<file path="src/rtl/load_exec_unit.sv">
// load_exec_unit: issues one ready load RS entry to memory, broadcasts the data on the CDB, then frees the entry.
// Optional macro LDU_PERF_CNT_EN builds the perf_loads/perf_stall counters (tied to 0 otherwise).
module load_exec_unit #(
  parameter int NUM_ENT  = 3,
  parameter int ADDR_W   = 64,
  parameter int DATA_W   = 64,
  parameter int TAG_BASE = 6
) (
  input  logic                      clk,
  input  logic                      rst_n,
  input  logic [NUM_ENT-1:0]        ready_bus,
  input  logic [NUM_ENT*ADDR_W-1:0] load_addr,
  output logic                      mem_req,
  output logic [ADDR_W-1:0]         mem_addr,
  input  logic                      mem_valid,
  input  logic [DATA_W-1:0]         mem_rdata,
  output logic                      cdb_req,
  input  logic                      cdb_grant,
  output logic [3:0]                cdb_id_out,
  output logic [DATA_W-1:0]         cdb_data_out,
  output logic                      free_tag_flag,
  output logic [3:0]                free_this_tag,
  output logic [31:0]               perf_loads,
  output logic [31:0]               perf_stall
);
  localparam int IDX_W = $clog2(NUM_ENT);
  typedef enum logic [1:0] {IDLE, MEM, CDB, BCAST} state_t;
  state_t             r_state, w_state_nx;
  logic [IDX_W-1:0]   r_idx, w_idx_nx, w_sel;
  logic [ADDR_W-1:0]  r_addr, w_addr_nx;
  logic [DATA_W-1:0]  r_data, w_data_nx;
  logic [3:0]         w_tag;
  logic               w_bcast;
  // ready_bus MSB is entry 0; scanning upward lets the lowest index win
  always_comb begin
    w_sel = '0;
    for (int k = NUM_ENT - 1; k >= 0; k--)
      if (ready_bus[NUM_ENT-1-k]) w_sel = IDX_W'(k);
  end
  always_comb begin
    w_state_nx = r_state;
    w_idx_nx   = r_idx;
    w_addr_nx  = r_addr;
    w_data_nx  = r_data;
    case (r_state)
      IDLE:
        if (|ready_bus) begin
          w_state_nx = MEM;
          w_idx_nx   = w_sel;
          w_addr_nx  = load_addr[w_sel*ADDR_W +: ADDR_W];
        end
      MEM:
        if (mem_valid) begin
          w_state_nx = CDB;
          w_data_nx  = mem_rdata;
        end
      CDB:     w_state_nx = cdb_grant ? BCAST : CDB;
      BCAST:   w_state_nx = IDLE;
      default: w_state_nx = IDLE;
    endcase
  end
  assign w_tag    = 4'(TAG_BASE) + 4'(r_idx);
  assign w_bcast  = (w_state_nx == BCAST);
  assign mem_addr = r_addr;
  always_ff @(posedge clk or negedge rst_n) begin
    if (!rst_n) begin
      r_state       <= IDLE;
      r_idx         <= '0;
      r_addr        <= '0;
      r_data        <= '0;
      mem_req       <= 1'b0;
      cdb_req       <= 1'b0;
      cdb_id_out    <= '0;
      cdb_data_out  <= '0;
      free_tag_flag <= 1'b0;
      free_this_tag <= '0;
    end else begin
      r_state       <= w_state_nx;
      r_idx         <= w_idx_nx;
      r_addr        <= w_addr_nx;
      r_data        <= w_data_nx;
      mem_req       <= (w_state_nx == MEM);
      cdb_req       <= (w_state_nx == CDB);
      cdb_id_out    <= w_bcast ? w_tag : '0;
      cdb_data_out  <= w_bcast ? r_data : '0;
      free_tag_flag <= w_bcast;
      free_this_tag <= w_bcast ? w_tag : '0;
    end
  end
`ifdef LDU_PERF_CNT_EN
  logic [31:0] r_perf_loads, r_perf_stall;
  always_ff @(posedge clk or negedge rst_n) begin
    if (!rst_n) begin
      r_perf_loads <= '0;
      r_perf_stall <= '0;
    end else begin
      if (r_state == BCAST) r_perf_loads <= r_perf_loads + 32'd1;
      if (r_state == CDB && !cdb_grant) r_perf_stall <= r_perf_stall + 32'd1;
    end
  end
  assign perf_loads = r_perf_loads;
  assign perf_stall = r_perf_stall;
`else
  assign perf_loads = '0;
  assign perf_stall = '0;
`endif
endmodule

</file>
<file path="config.mk">
export PLATFORM = sky130hd
export DESIGN_NAME = load_exec_unit
export DESIGN_NICKNAME = d
export VERILOG_FILES = /design/src/rtl/load_exec_unit.sv
export SDC_FILE = /design/constraint.sdc
export NUM_CORES = 1
export LEC_CHECK = 0
export ABC_AREA = 1
export CAP_MARGIN = 15
export CORE_AREA = 2 2 183 185
export DETAILED_ROUTE_END_ITERATION = 16
export DIE_AREA = 0 0 185 187
export PLACE_DENSITY = 0.6
export SYNTH_ARGS = -nofsm -noshare
export SYNTH_HDL_FRONTEND = slang
export SYNTH_SLANG_ARGS = --single-unit
</file>
<file path="constraint.sdc">
create_clock -name clk -period 1.5 [get_ports clk]
set_clock_uncertainty 0.15 [all_clocks]
set_input_delay 0.45 -clock clk [delete_from_list [all_inputs] [get_ports clk]]
set_output_delay 0.45 -clock clk [all_outputs]
set_load 0.03 [all_outputs]
</file>
# Yosys cells after proc, flatten, opt, wreduce, memory -nomap -nowiden
# Index checks and enable logic that the tools add are counted.
[word_totals] word_cells=30 out_inout_bits=203 ff_bits=203 in_bits=263
[classes] addsub=1 n_reduce_logical=4 shifts=1 n_eq_ne=6 muxes=9
[ops] cell="$shiftx 192x9->64" count=1
[ops] cell="$mux 64" count=1
[ops] cell="$mux 2" count=5
[ops] cell="$eq 2x2->1 const B" count=4
[ops] cell="$pmux 2 s4" count=1
[ops] cell="$add 3x2->4 const A" count=1
[ops] cell="$eq 2x1->1 const B" count=2
[ops] cell="$mux 4" count=1
[ops] cell="$reduce_and 2->1" count=2
[ops] cell="$reduce_or 3->1" count=1
[ops] cell="$logic_not 2->1" count=1
[ops] cell="$mux 1" count=1

# Logic depth before layout (Yosys ltp)
# Gate-level depths: netlist of run 1.
[depth] ltp_word=5 ltp_mapped=8 depth_no_buf=7

# Worst setup path before layout of run 1
# Ideal clock, no wire load.
[synth_path] path_type="input -> register" startpoint="in ready_bus[2]" endpoint="reg r_addr[14], in the netlist mem_addr[14]" stages=6 slack_ps=140 arrival_ps=1094 setup_ps=117 required_time_ps=1233 path_buffers=2 path_cell_list="nor2_4 -> buf_6 -> buf_4 -> nand3b_1 -> nand3_2 -> nand2_1"
[synth_between] elab_chain_cells=2 word_cells_on_any_way=4 cone_classes="shift: 1; mux: 1; reduce/logical: 2"
[synth_lines] element="start, declared" line="11" text="input logic [NUM_ENT-1:0] ready_bus,"
[synth_lines] element="$mux 2 or $reduce_or 3->1 (tied branches)" line="38, 47"
[synth_lines] element="$shiftx 192x9->64 or $reduce_and 2->1 (tied branches)"
[synth_lines] element="end signal, assigned" line="80" text="r_addr <= w_addr_nx;"
[synth_lines] element="end, declared" line="30" text="logic [ADDR_W-1:0] r_addr, w_addr_nx;"
# Parallel ways exist; a longest one is shown, timed or not.
# A chain may end at the register's enable or synchronous reset.

==> run summary, run 1 <==
Overall routing resource usage = 0.1766
CP cell instances = buf_6
Core Area = 32860 um^2
Initial DRT Pass Iterations = 6
GP Congestion = 0.7998
Synth Instances = 1082
Critical path buffers and inverters = 1
Highest clock rate = 578.9 MHz
Syn Area/Cell = 9.323 um^2
CP max stage delay = 0.45 ns
Post-Syn Area = 10090 um^2
Switching share of power = 0.3839
Routed Antenna Nets = 0
Largest net degree at the start of global routing = 66
Footprint of the multi-input gates = 3892 um^2
Clock tree from TritonCTS = done
Die W = 185 um
H-tree Lvls = 1
I/O Buffers = 401
P_leak = 7.890 nW
Crit Path Class = reg -> out
Register Area = 5062 um^2
Layout Utilization = 0.4856
Root buffer cell = clkbuf_16
CTS sink count = 202
Post-synthesis sequential area ratio = 0.5011
Outcome = finished with violations
Area grow syn2layout = 58.21%
Worst-path clk slew = 0.06 ns
Maximum VDD drop = 0.7554 mV
Final min period = 1.727 ns
Synth warn = 0
Share of layout cells above drive strength 1 = 0.2612
Synth Register Bits = 202
CTS buffer count = 24
Final max-slew violation count = 0
Violated checks = setup timing
First-pass GRT wire length = 48270 um
Post-Route WL = 32260 um
Worst-path maximum fanout = 4
Worst EP required = 0.90 ns
Period Utilization, post-route = 1.152
Cell class contributing the biggest share of worst-path delay = flip-flops
Post-DP HPWL = 22940 um
Startpoint types = register
Overflow after GRT = 0
Fin. Hold Viols = 0
Crit end category = output port
Nets = 1781
Placement Rows = 67
Switching pwr = 10.52 mW
RSZ-0062 raised after global routing = yes
Fillers = 3133
Clock share of power = 0.222
1st-iter DRT viols = 342
IO Pins = 466
Pwr Density = 1717 nW/um^2
Die ar. = 34600 um^2
Antenna violations before repair = 0
Critical path arrival = 1.13 ns
Worst-skew pair later-pin latency = 0.51 ns
Vias = 8697
Via-to-Cell Ratio = 4.386
Drt drc = 0
N_diodes = 0
Die H = 187 um
Avg WL per Cell = 16.27 um
Path category of the worst min-delay check = in -> async
Max-cap violations = 0
Pint = 16.88 mW
Setup Viol. Count Final = 139
Synth cell types = 22
Tot Pwr = 27.40 mW
Sequential power share = 0.314
Worst path slowest cell = dfrtp_2
Setup WS post-layout = -0.2274 ns
Initial core utilization = 0.3070
Clock buffer depth = 3
Vias in the first global route = 8981
Comb pwr share = 0.464
[cells by family after synthesis]
group | after synthesis | synth area share
buf+inv | 219 | 0.1393
other cells | 1 | 0.0003718
compound gates | 67 | 0.03696
flops | 202 | 0.5011
simple gates | 593 | 0.3223
[through the flow]
step                      setup WS (ns)  cell area, um^2  TNS (ns)  std cells  hold slack [ns]
after floorplan                  0.1396            10320         0       1145         0.004409
after detailed placement        -0.6043            14290    -72.53       1914           0.2273
after global routing            -0.2724            15960    -26.11       1983           0.2371
final                           -0.2274            15960    -20.08       1983           0.2581
after CTS                       -0.2615            15750    -24.25       1970           0.2362
after global placement          -0.5781            14290    -71.82       1914           0.2278
[sequential cells by signal, indices dropped and copies added, names as in the netlist]
signal and count:
mem_addr 64, cdb_req 1, cdb_data_out 64, r_idx 2
r_state 2, r_data 64, free_this_tag 3, mem_req 1
free_tag_flag 1
[routing by layer]
layer / vias up / track usage / part of all wire
li1: 4200 / - / -
met1: 4093 / 0.2066 / 0.39
met2: 349 / 0.3075 / 0.49
met3: 55 / 0.05549 / 0.095
met4: 0 / 0.05311 / 0.026
met5: - / 0 / 0
[path summary, 6_finish.rpt]
check                                      startpoint                          to  slack, ns  cells past startpoint
setup / recovery           free_this_tag[2]$_DFF_PN0_               cdb_id_out[2]      -0.23                      1
hold / removal                                  rst_n  cdb_data_out[48]$_DFF_PN0_       0.26                      2
setup reg to reg                 r_state[1]$_DFF_PN0_  cdb_data_out[10]$_DFF_PN0_       0.05                      5
hold reg to reg                  r_idx[1]$_DFFE_PN0P_  free_this_tag[2]$_DFF_PN0_       0.30                      1
max in group asynchronous                       rst_n    mem_addr[18]$_DFFE_PN0P_       0.40                      3
min in group clk                 r_idx[1]$_DFFE_PN0P_  free_this_tag[2]$_DFF_PN0_       0.30                      1
[cell usage in the layout, fill, tap and decap left out, types with 3 or more instances in the layout]
master	count
clkbuf_8	5
a21oi_2	10
inv_1	67
bufinv_16	3
dfrtp_2	6
buf_4	61
buf_12	29
dfrtp_1	196
conb_1	64
nand2_1	195
clkdlybuf4s50_1	258
clkinv_2	3
nand3_2	100
nand3_1	94
nor2_1	132
a21oi_1	54
clkbuf_1	4
nand3b_1	65
buf_6	132
inv_2	5
o21ai_1	3
clkbuf_16	28
[repair_timing]
item                                    CTS  global route
pin swaps                                 1             1
endpoints found under the hold margin    91             0
buffers inserted                         11             8
endpoints found under the setup margin  203           173
hold buffers                              1             0
resized for setup                       132            15
gates cloned                              1             5
[synth_stat cells]
cell      count  share of area
a21oi_2      10         0.0087
clkbuf_1      6         0.0022
buf_6         5         0.0056
nand2_1     196          0.073
buf_12       10          0.020
nand2_4       2         0.0022
o21ai_1       3         0.0015
inv_8         1         0.0011
buf_4        88          0.065
inv_2         6         0.0022
nand3_2      99          0.098
nand3_1      96          0.048
conb_1        1        0.00037
inv_1        67          0.025
nor2_1      132          0.049
a21oi_1      54          0.027
buf_2        36          0.018
nor2_4        1         0.0011
nand2_2       1        0.00062
nand3b_1     65          0.048
nand2_8       1         0.0020
dfrtp_1     202           0.50
[layout make-up]
class | count | share of cell area
tap | 448 | 0.03512
clock inverter | 10 | 0.008702
clock buffer | 33 | 0.04359
timing repair buffer | 491 | 0.3321
multi-input combinational | 724 | 0.2439
sequential | 202 | 0.3172
inverter | 74 | 0.01835
timing repair inverter | 1 | 0.001019
[power by group through the flow]
stage | Sequential, mW | Clock, mW | Combinational (mW)
3_3_place_gp | 8.42 | 0 | 11.2
6_report | 8.61 | 6.08 | 12.7
2_1_floorplan | 10.6 | 0 | 4.59
4_1_cts | 8.62 | 6.27 | 12.2
3_5_place_dp | 8.48 | 0 | 11.3
5_1_grt | 8.81 | 6.51 | 13.8
Power figures use the tool's default switching activity.
==> run 2: changes to the inputs <==
RECOVER_POWER = 25   (was default)
SETUP_SLACK_MARGIN = 0.3   (was default)
==> run summary, run 2 (synthesis gave the netlist of run 1 again) <==
Antenna violations before repair = 2 (was 0)
Clock buffer depth = 3 (unchanged)
Slew @ Worst Pin = 0.7674 ns
Commonest non-fill, non-tap cell in the layout = clkdlybuf4s50_1 (unchanged)
Crit Path Class = reg -> out (unchanged)
Layout Utilization = 0.5837 (was 0.4856)
Critical path arrival = 1.12 ns (was 1.13 ns)
DR top layer = met5 (was met4)
Hold_sp = r_idx[0]$_DFFE_PN0P_
Met2 routed WL = 20860 um (was 15940 um)
Nets = 1868 (was 1781)
WL met3 = 2846 um (was 3056 um)
Most frequent cells in the layout = 258 x clkdlybuf4s50_1, 194 x dfrtp_1, 153 x buf_6 (was 258 x clkdlybuf4s50_1, 196 x dfrtp_1, 195 x nand2_1)
Final max-slew violation count = 0 (unchanged)
Placement Rows = 67 (unchanged)
Routed Antenna Nets = 0 (unchanged)
Clock tree from TritonCTS = done (unchanged)
Overflow after GRT = 0 (unchanged)
P_leak = 8.890 nW (was 7.890 nW)
Largest net degree at the start of global routing = 51 (was 66)
Root buffer cell = clkbuf_16 (unchanged)
R2R setup slack = -0.18 ns (was 0.05 ns)
Worst R2R End = r_data[29]$_DFFE_PN0P_ (was cdb_data_out[10]$_DFF_PN0_)
Core Area = 32860 um^2 (unchanged)
Pwr Density = 1790 nW/um^2 (was 1717 nW/um^2)
CP max stage delay = 0.46 ns (was 0.45 ns)
Final min period = 1.717 ns (was 1.727 ns)
Worst path slowest cell = dfrtp_2 (unchanged)
Worst-path maximum fanout = 4 (unchanged)
Worst-skew pair later-pin latency = 0.50 ns (was 0.51 ns)
Setup TNS = -25.92 ns (was -20.08 ns)
Fin. Hold Viols = 0 (unchanged)
Hold EP = r_idx[0]$_DFFE_PN0P_
Post-Route WL = 39040 um (was 32260 um)
Max-cap violations = 0 (unchanged)
Setup WS post-layout = -0.2174 ns (was -0.2274 ns)
Cell class contributing the biggest share of worst-path delay = flip-flops (unchanged)
CTS buffer count = 23 (was 24)
Critical path buffers and inverters = 1 (unchanged)
Maximum VDD drop = 0.6627 mV (was 0.7554 mV)
Slew margin rel. = 0.4884
Avg WL per Cell = 18.85 um (was 16.27 um)
Cells on worst reg2reg path = 9 (was 5)
H-tree Lvls = 1 (unchanged)
Initial DRT Pass Iterations = 4 (was 6)
Vias in the first global route = 9969 (was 8981)
Via-to-Cell Ratio = 4.542 (was 4.386)
Worst EP required = 0.90 ns (about the same)
Share of layout cells above drive strength 1 = 0.4571 (was 0.2612)
1st-iter DRT viols = 296 (was 342)
CTS sink count = 202 (unchanged)
Crit end category = output port (unchanged)
Die ar. = 34600 um^2 (unchanged)
Initial core utilization = 0.3070 (unchanged)
CP cell instances = buf_6 (unchanged)
Violated checks = setup timing (unchanged)
First-pass GRT wire length = 56830 um (was 48270 um)
IO Pins = 466 (unchanged)
Path category of the worst min-delay check = reg -> reg (was in -> async)
RSZ-0062 raised after global routing = yes (unchanged)
Die W = 185 um (unchanged)
Post-DP HPWL = 23280 um (was 22940 um)
Non-Filler Instances = 2071 (was 1983)
Vias = 9406 (was 8697)
Area grow syn2layout = 90.16% (was 58.21%)
I/O Buffers = 401 (unchanged)
Highest clock rate = 582.3 MHz (was 578.9 MHz)
Worst reg2reg path startpoint = r_state[1]$_DFF_PN0_ (unchanged)
Overall routing resource usage = 0.2121 (was 0.1766)
GP Congestion = 0.8502 (was 0.7998)
Setup Viol. Count Final = 223 (was 139)
Die H = 187 um (unchanged)
M1 WL = 14310 um (was 12440 um)
Period Utilization, post-route = 1.145 (was 1.152)
Worst-path clk slew = 0.06 ns (about the same)
Drt drc = 0 (unchanged)
Startpoint types = register (unchanged)
Placed cells = 1905 (was 1914)
Outcome = finished with violations (unchanged)
Hold Crit Depth = 2
run 2: cell types whose count changed in the layout (fill, tap and decap cells not counted), sizes merged, moves of 2 or more:
cell,previous run,this run
buf,226,309
clkinvlp,1,4
nand3,195,198
diode,0,2
run 2: layout make-up:
cell class / count / area [um^2]
Tap cell: 448 / 560.5
Sequential cell: 202 / 5065
Timing Repair inverter: 3 / 52.55
Fill cell: 2665 / 13680
Multi-Input combinational cell: 727 / 5433
Antenna cell: 2 / 5.005
Clock buffer: 31 / 605.6
Timing Repair Buffer: 574 / 7044
Inverter: 74 / 306.5
Clock inverter: 10 / 110.1
run 2: report_power, final:
group	internal, mW	switching, mW
clock network	3.18	2.27
logic	9.98	10.2
registers	7.49	1.26
total	20.6	13.7
run 2: repair_timing:
item	4_1_cts	5_1_grt
hold endpoints to repair	149	0
hold buffers	1	0
setup endpoints to repair	339	334
pin swaps	107	33
gates resized for setup	401	222
cloned	39	4
setup buffers	52	27
run 2: stage by stage:
step / hold slack (ns) / setup WS [ns] / area [um^2] / power [mW]
2_1_floorplan: 0.004409 / 0.1420 / 10480 / 15.33
3_3_place_gp: 0.2033 / -0.5746 / 14360 / 19.86
3_5_place_dp: 0.2016 / -0.5819 / 14360 / 20.03
4_1_cts: 0.2331 / -0.2569 / 18030 / 32.03
5_1_grt: 0.3731 / -0.2679 / 19180 / 36.07
6_report: 0.3380 / -0.2174 / 19180 / 34.34
run 2: layer usage:
layer,global-route usage,up-vias
met5,0,-
met3,0.05004,66
met2,0.3930,361
met1,0.2415,4564
met4,0.05647,2
li1,-,4413
run 2: worst max path at each step:
stage,startpoint,end,cells past startpoint
floorplan,ready_bus[1],mem_addr[13]$_DFFE_PN0P_,6
global placement,ready_bus[2],mem_addr[57]$_DFFE_PN0P_,6
detailed placement,ready_bus[2],mem_addr[59]$_DFFE_PN0P_,6
CTS,free_this_tag[2]$_DFF_PN0_,cdb_id_out[2],1
global route,free_this_tag[2]$_DFF_PN0_,free_this_tag[1],1
finish,free_this_tag[2]$_DFF_PN0_,free_this_tag[1],1
run 2: worst reg2reg max path: stages, from the launching register on:
cell	delay [ns]
dfrtp_2	0.41
inv_2	0.09
buf_6	0.10
buf_6	0.11
buf_6	0.10
nand3_4	0.13
buf_6	0.18
buf_16	0.14
nor2_4	0.10
a21oi_2	0.06
==> RTL edit 1: new RTL, flow settings as in run 1 <==
Add a define of `LDU_PERF_CNT_EN`.
--- a/src/rtl/load_exec_unit.sv
+++ b/src/rtl/load_exec_unit.sv
@@ -1,5 +1,7 @@
 // load_exec_unit: issues one ready load RS entry to memory, broadcasts the data on the CDB, then frees the entry.
 // Optional macro LDU_PERF_CNT_EN builds the perf_loads/perf_stall counters (tied to 0 otherwise).
+`define LDU_PERF_CNT_EN
+
 module load_exec_unit #(
   parameter int NUM_ENT  = 3,
   parameter int ADDR_W   = 64,
Formal check against the unedited RTL: not equivalent (a bounded check fails within 4 cycles, from zero or initial values and one cycle with rst_n low).
==> RTL edit 1 against run 1 <==
The flow still finishes with violations (negative setup slack). Wire length grew 65%. Critical path depth rose by 1. Setup slack got worse by 140 ps. Final area increased by 56%. Non-clock buffer count up 288. Synthesized area up 17%. Hold slack got worse by 29 ps. Register-to-register slack worse by 300 ps. Sequential cell count increased by 64. Final cell count increased by 31%. Global-route usage increased by 9.6 points. Total power is 47% higher. Critical endpoint is now perf_loads[11].
==> RTL edit 1: results (changes against run 1) <==
GRT Util Overall=0.272 (+0.0957); met3 GRT Util=0.0502 (-0.00526); final hold slack=229 ps (-29.0 ps); Fill cells=2136 (-32%); Clock-cell share=0.0420 (-0.0102); DR pass1 iterations=5 (-1); first-pass GRT wire length=72.5 mm (+50%); P_leak=11.4 nW (+44%); internal power=24.8 mW (+47%); GR Util met1=0.317 (+0.111); # nets final=2375 (+33%); Final Setup Violations=434 (+210%); status=complete, but fails checks; initial antenna violation count=9 (+9); non-clock buffer share of cell area=0.370 (+0.0375); clk_lat worst skew=570 ps (+60 ps); Worst IR Drop VDD=0.00106 V (+40%); sequential cell area share=0.270 (-0.0469); routed metal-1 wirelength=19.2 mm (+54%); Crit Path Max Fanout=2 (-2); Inverters=181 (+140%); Final Routed Wirelength=53.3 mm (+65%); XOR/XNOR Fraction of Synth Area=0.0342 (+0.0342); setup ws final=-363 ps (-135 ps); violated checks=negative setup slack; IO Port Bufs=465 (+16%); comb_multi_in=852 (+18%); combinational cell power=21.6 mW (+70%); R2R Setup Slk=-250 ps (-300 ps); met2 usage=0.484 (+0.176); total CTS buffers=30 (+25%); Power, Total=40.3 mW (+47%); post-synthesis sequential area ratio=0.565 (+0.0637); P_seq=10.9 mW (+27%); initial DRC count=568 (+66%); Placement Cell Area=18000 um2 (+26%); largest net degree at the start of global routing=40 (-39%); Met3 Wirelength=3.31 mm (+8.2%); Synth Area in Compound Gates=0.122 (+0.0847); vias in the first global route=12800 (+43%); DP Wirelength=31.8 mm (+38%); gp weighted congestion=0.963 (+20%); antenna fix cells=7 (+7); share of cells above drive strength 1=0.504 (+0.243)
==> RTL edit 1: worst paths after layout <==
path	startpoint	end	cells past startpoint
max	perf_loads[11]	perf_loads[11]	2
min	rst_n	cdb_data_out[35]	2
max reg2reg	perf_stall[1]	perf_stall[24]	9
min reg2reg	r_data[56]	cdb_data_out[56]	2
max in group asynchronous	rst_n	perf_stall[22]	3
min in group clk	mem_rdata[12]	r_data[12]	3
==> RTL edit 1: timing repair <==
action	CTS	global route
endpoints found under the setup margin	354	463
pin swaps	57	89
gates cloned	28	20
gates resized for setup	401	546
setup buffers	122	56
hold buffers	1	0
hold endpoints to repair	255	0
==> RTL edit 1: through the flow <==
| stage | util | TNS (ps) | instances |
|---|---|---|---|
| floorplan | - | -406 | 1364 |
| CTS | 0.677 | -66220 | 2525 |
| global placement | 0.549 | -98930 | 2323 |
| detailed placement | 0.549 | -100800 | 2323 |
| finish | 0.757 | -67670 | 2589 |
| global route | 0.757 | -89670 | 2589 |
==> RTL edit 2: new RTL, flow settings as in run 1 <==
Without the edit above. Re-encode `state_t` (4 states) as one-hot, 4 bits wide.
--- a/src/rtl/load_exec_unit.sv
+++ b/src/rtl/load_exec_unit.sv
@@ -24,7 +24,7 @@
   output logic [31:0]               perf_stall
 );
   localparam int IDX_W = $clog2(NUM_ENT);
-  typedef enum logic [1:0] {IDLE, MEM, CDB, BCAST} state_t;
+  typedef enum logic [3:0] {IDLE = 4'b0001, MEM = 4'b0010, CDB = 4'b0100, BCAST = 4'b1000} state_t;
   state_t             r_state, w_state_nx;
   logic [IDX_W-1:0]   r_idx, w_idx_nx, w_sel;
   logic [ADDR_W-1:0]  r_addr, w_addr_nx;
Function: no difference found for any inputs over 4 cycles, from zero or initial values and one cycle with rst_n low; so few cycles prove little.
==> RTL edit 2 against run 1 <==
The flow still finishes with violations (negative setup slack). Setup slack worse by 5.5 ps. Sequential cell count up 2. Final area up 12%. Synthesized area down 6.7%. Wire length up 13%. Combinational power up 26%. First-iteration DRC count up 17%. Total power up 12%. Final cell count up 7.2%. Largest cell class unchanged. Highest routed layer is now met5.
==> RTL edit 2: results (changes against run 1) <==
Final Setup Violations=265 (+91%); DP Wirelength=22.8 mm (-0.48%); count of cell types in the netlist=19 (-14%); synth cell count leaders=nand2_1 (328), dfrtp_1 (203), nand3_1 (194), inv_1 (138), buf_4 (76); combinational share of power=0.520 (+0.056); dpl ws=-711 ps (-107 ps); total number of vias=9351 (+7.5%); P_leak=8.96 nW (+14%); DR WL/cell=17.1 um (+5.1%); top cells by area, synth=dfrtp_1 (54%), nand2_1 (13%), nand3_1 (10%), buf_4 (6.1%), inv_1 (5.5%); met2 usage=0.353 (+0.0451); Post-CTS Setup Bufs=48 (+37); vias per cell=4.40 (+0.29%); Final TNS setup=-34910 ps (-14830 ps); Placement Cell Area=14000 um2 (-2.3%); violated checks=negative setup slack; Worst path slowest cell=dfstp_2; status=complete, but fails checks; Crit Path Max Fanout=7 (+3); gp weighted congestion=0.837 (+4.6%); Worst IR Drop VDD=0.000898 V (+19%); met3 GRT Util=0.0557 (+0.000195); setup ws final=-233 ps (-5.55 ps); GRT Util Overall=0.200 (+0.0235); Seq pwr share=0.277 (-0.037); largest net degree at the start of global routing=63 (-4.5%)
RTL edit 2: changes by cell type after synthesis, sizes merged:
cell	run 1	this run
nand2	200	328
nand3b	65	0
o21ai	3	68
nand4	0	1
o22ai	0	2
inv	74	139
nor2	133	75
dfrtp	202	203
buf	139	120
clkbuf	6	18
dfstp	0	1
a21oi	64	0
RTL edit 2: logic make-up (layout without fill, tap and decap cells):
| kind of cell | count (synthesis) | after routing | synth area share |
|---|---|---|---|
| simple gates | 599 | 599 | 0.266 |
| flops | 204 | 204 | 0.542 |
| other cells | 1 | 64 | 0.000398 |
| compound gates | 70 | 70 | 0.0375 |
| buf+inv | 277 | 741 | 0.154 |
RTL edit 2: path summary, 6_finish.rpt:
kind                            startpoint                to  cells after the start
max in group asynchronous            rst_n      mem_addr[32]                      3
worst min-delay path                 rst_n        r_data[39]                      2
worst min register to register    r_idx[1]  free_this_tag[2]                      1
min in group clk                  r_idx[1]  free_this_tag[2]                      1
worst max register to register  r_state[0]      mem_addr[37]                     10
worst max-delay path            r_state[0]      mem_addr[37]                     10
RTL edit 2: area by class of cell:
type                            count  area share
Clock buffer                       31      0.0397
Clock inverter                     13     0.00890
Inverter                          139      0.0294
Multi-Input combinational cell    733       0.229
Sequential cell                   204       0.286
Tap cell                          448      0.0314
Timing Repair Buffer              558       0.375
RTL edit 2: critical path, delay by kind of cell, from the launching register on:
kind	cells	cell delay, ps
buffers and inverters	5	560
DFF	1	530
and+or+nand+nor	5	420
RTL edit 2: per-layer routing:
layer  wire length [um]  share of wire  up-vias
met4                947          0.026        4
met5                 32        0.00088        -
met3               3010          0.083       64
met1              13900           0.38     4441
li1                   -              -     4458
met2              18500           0.51      384
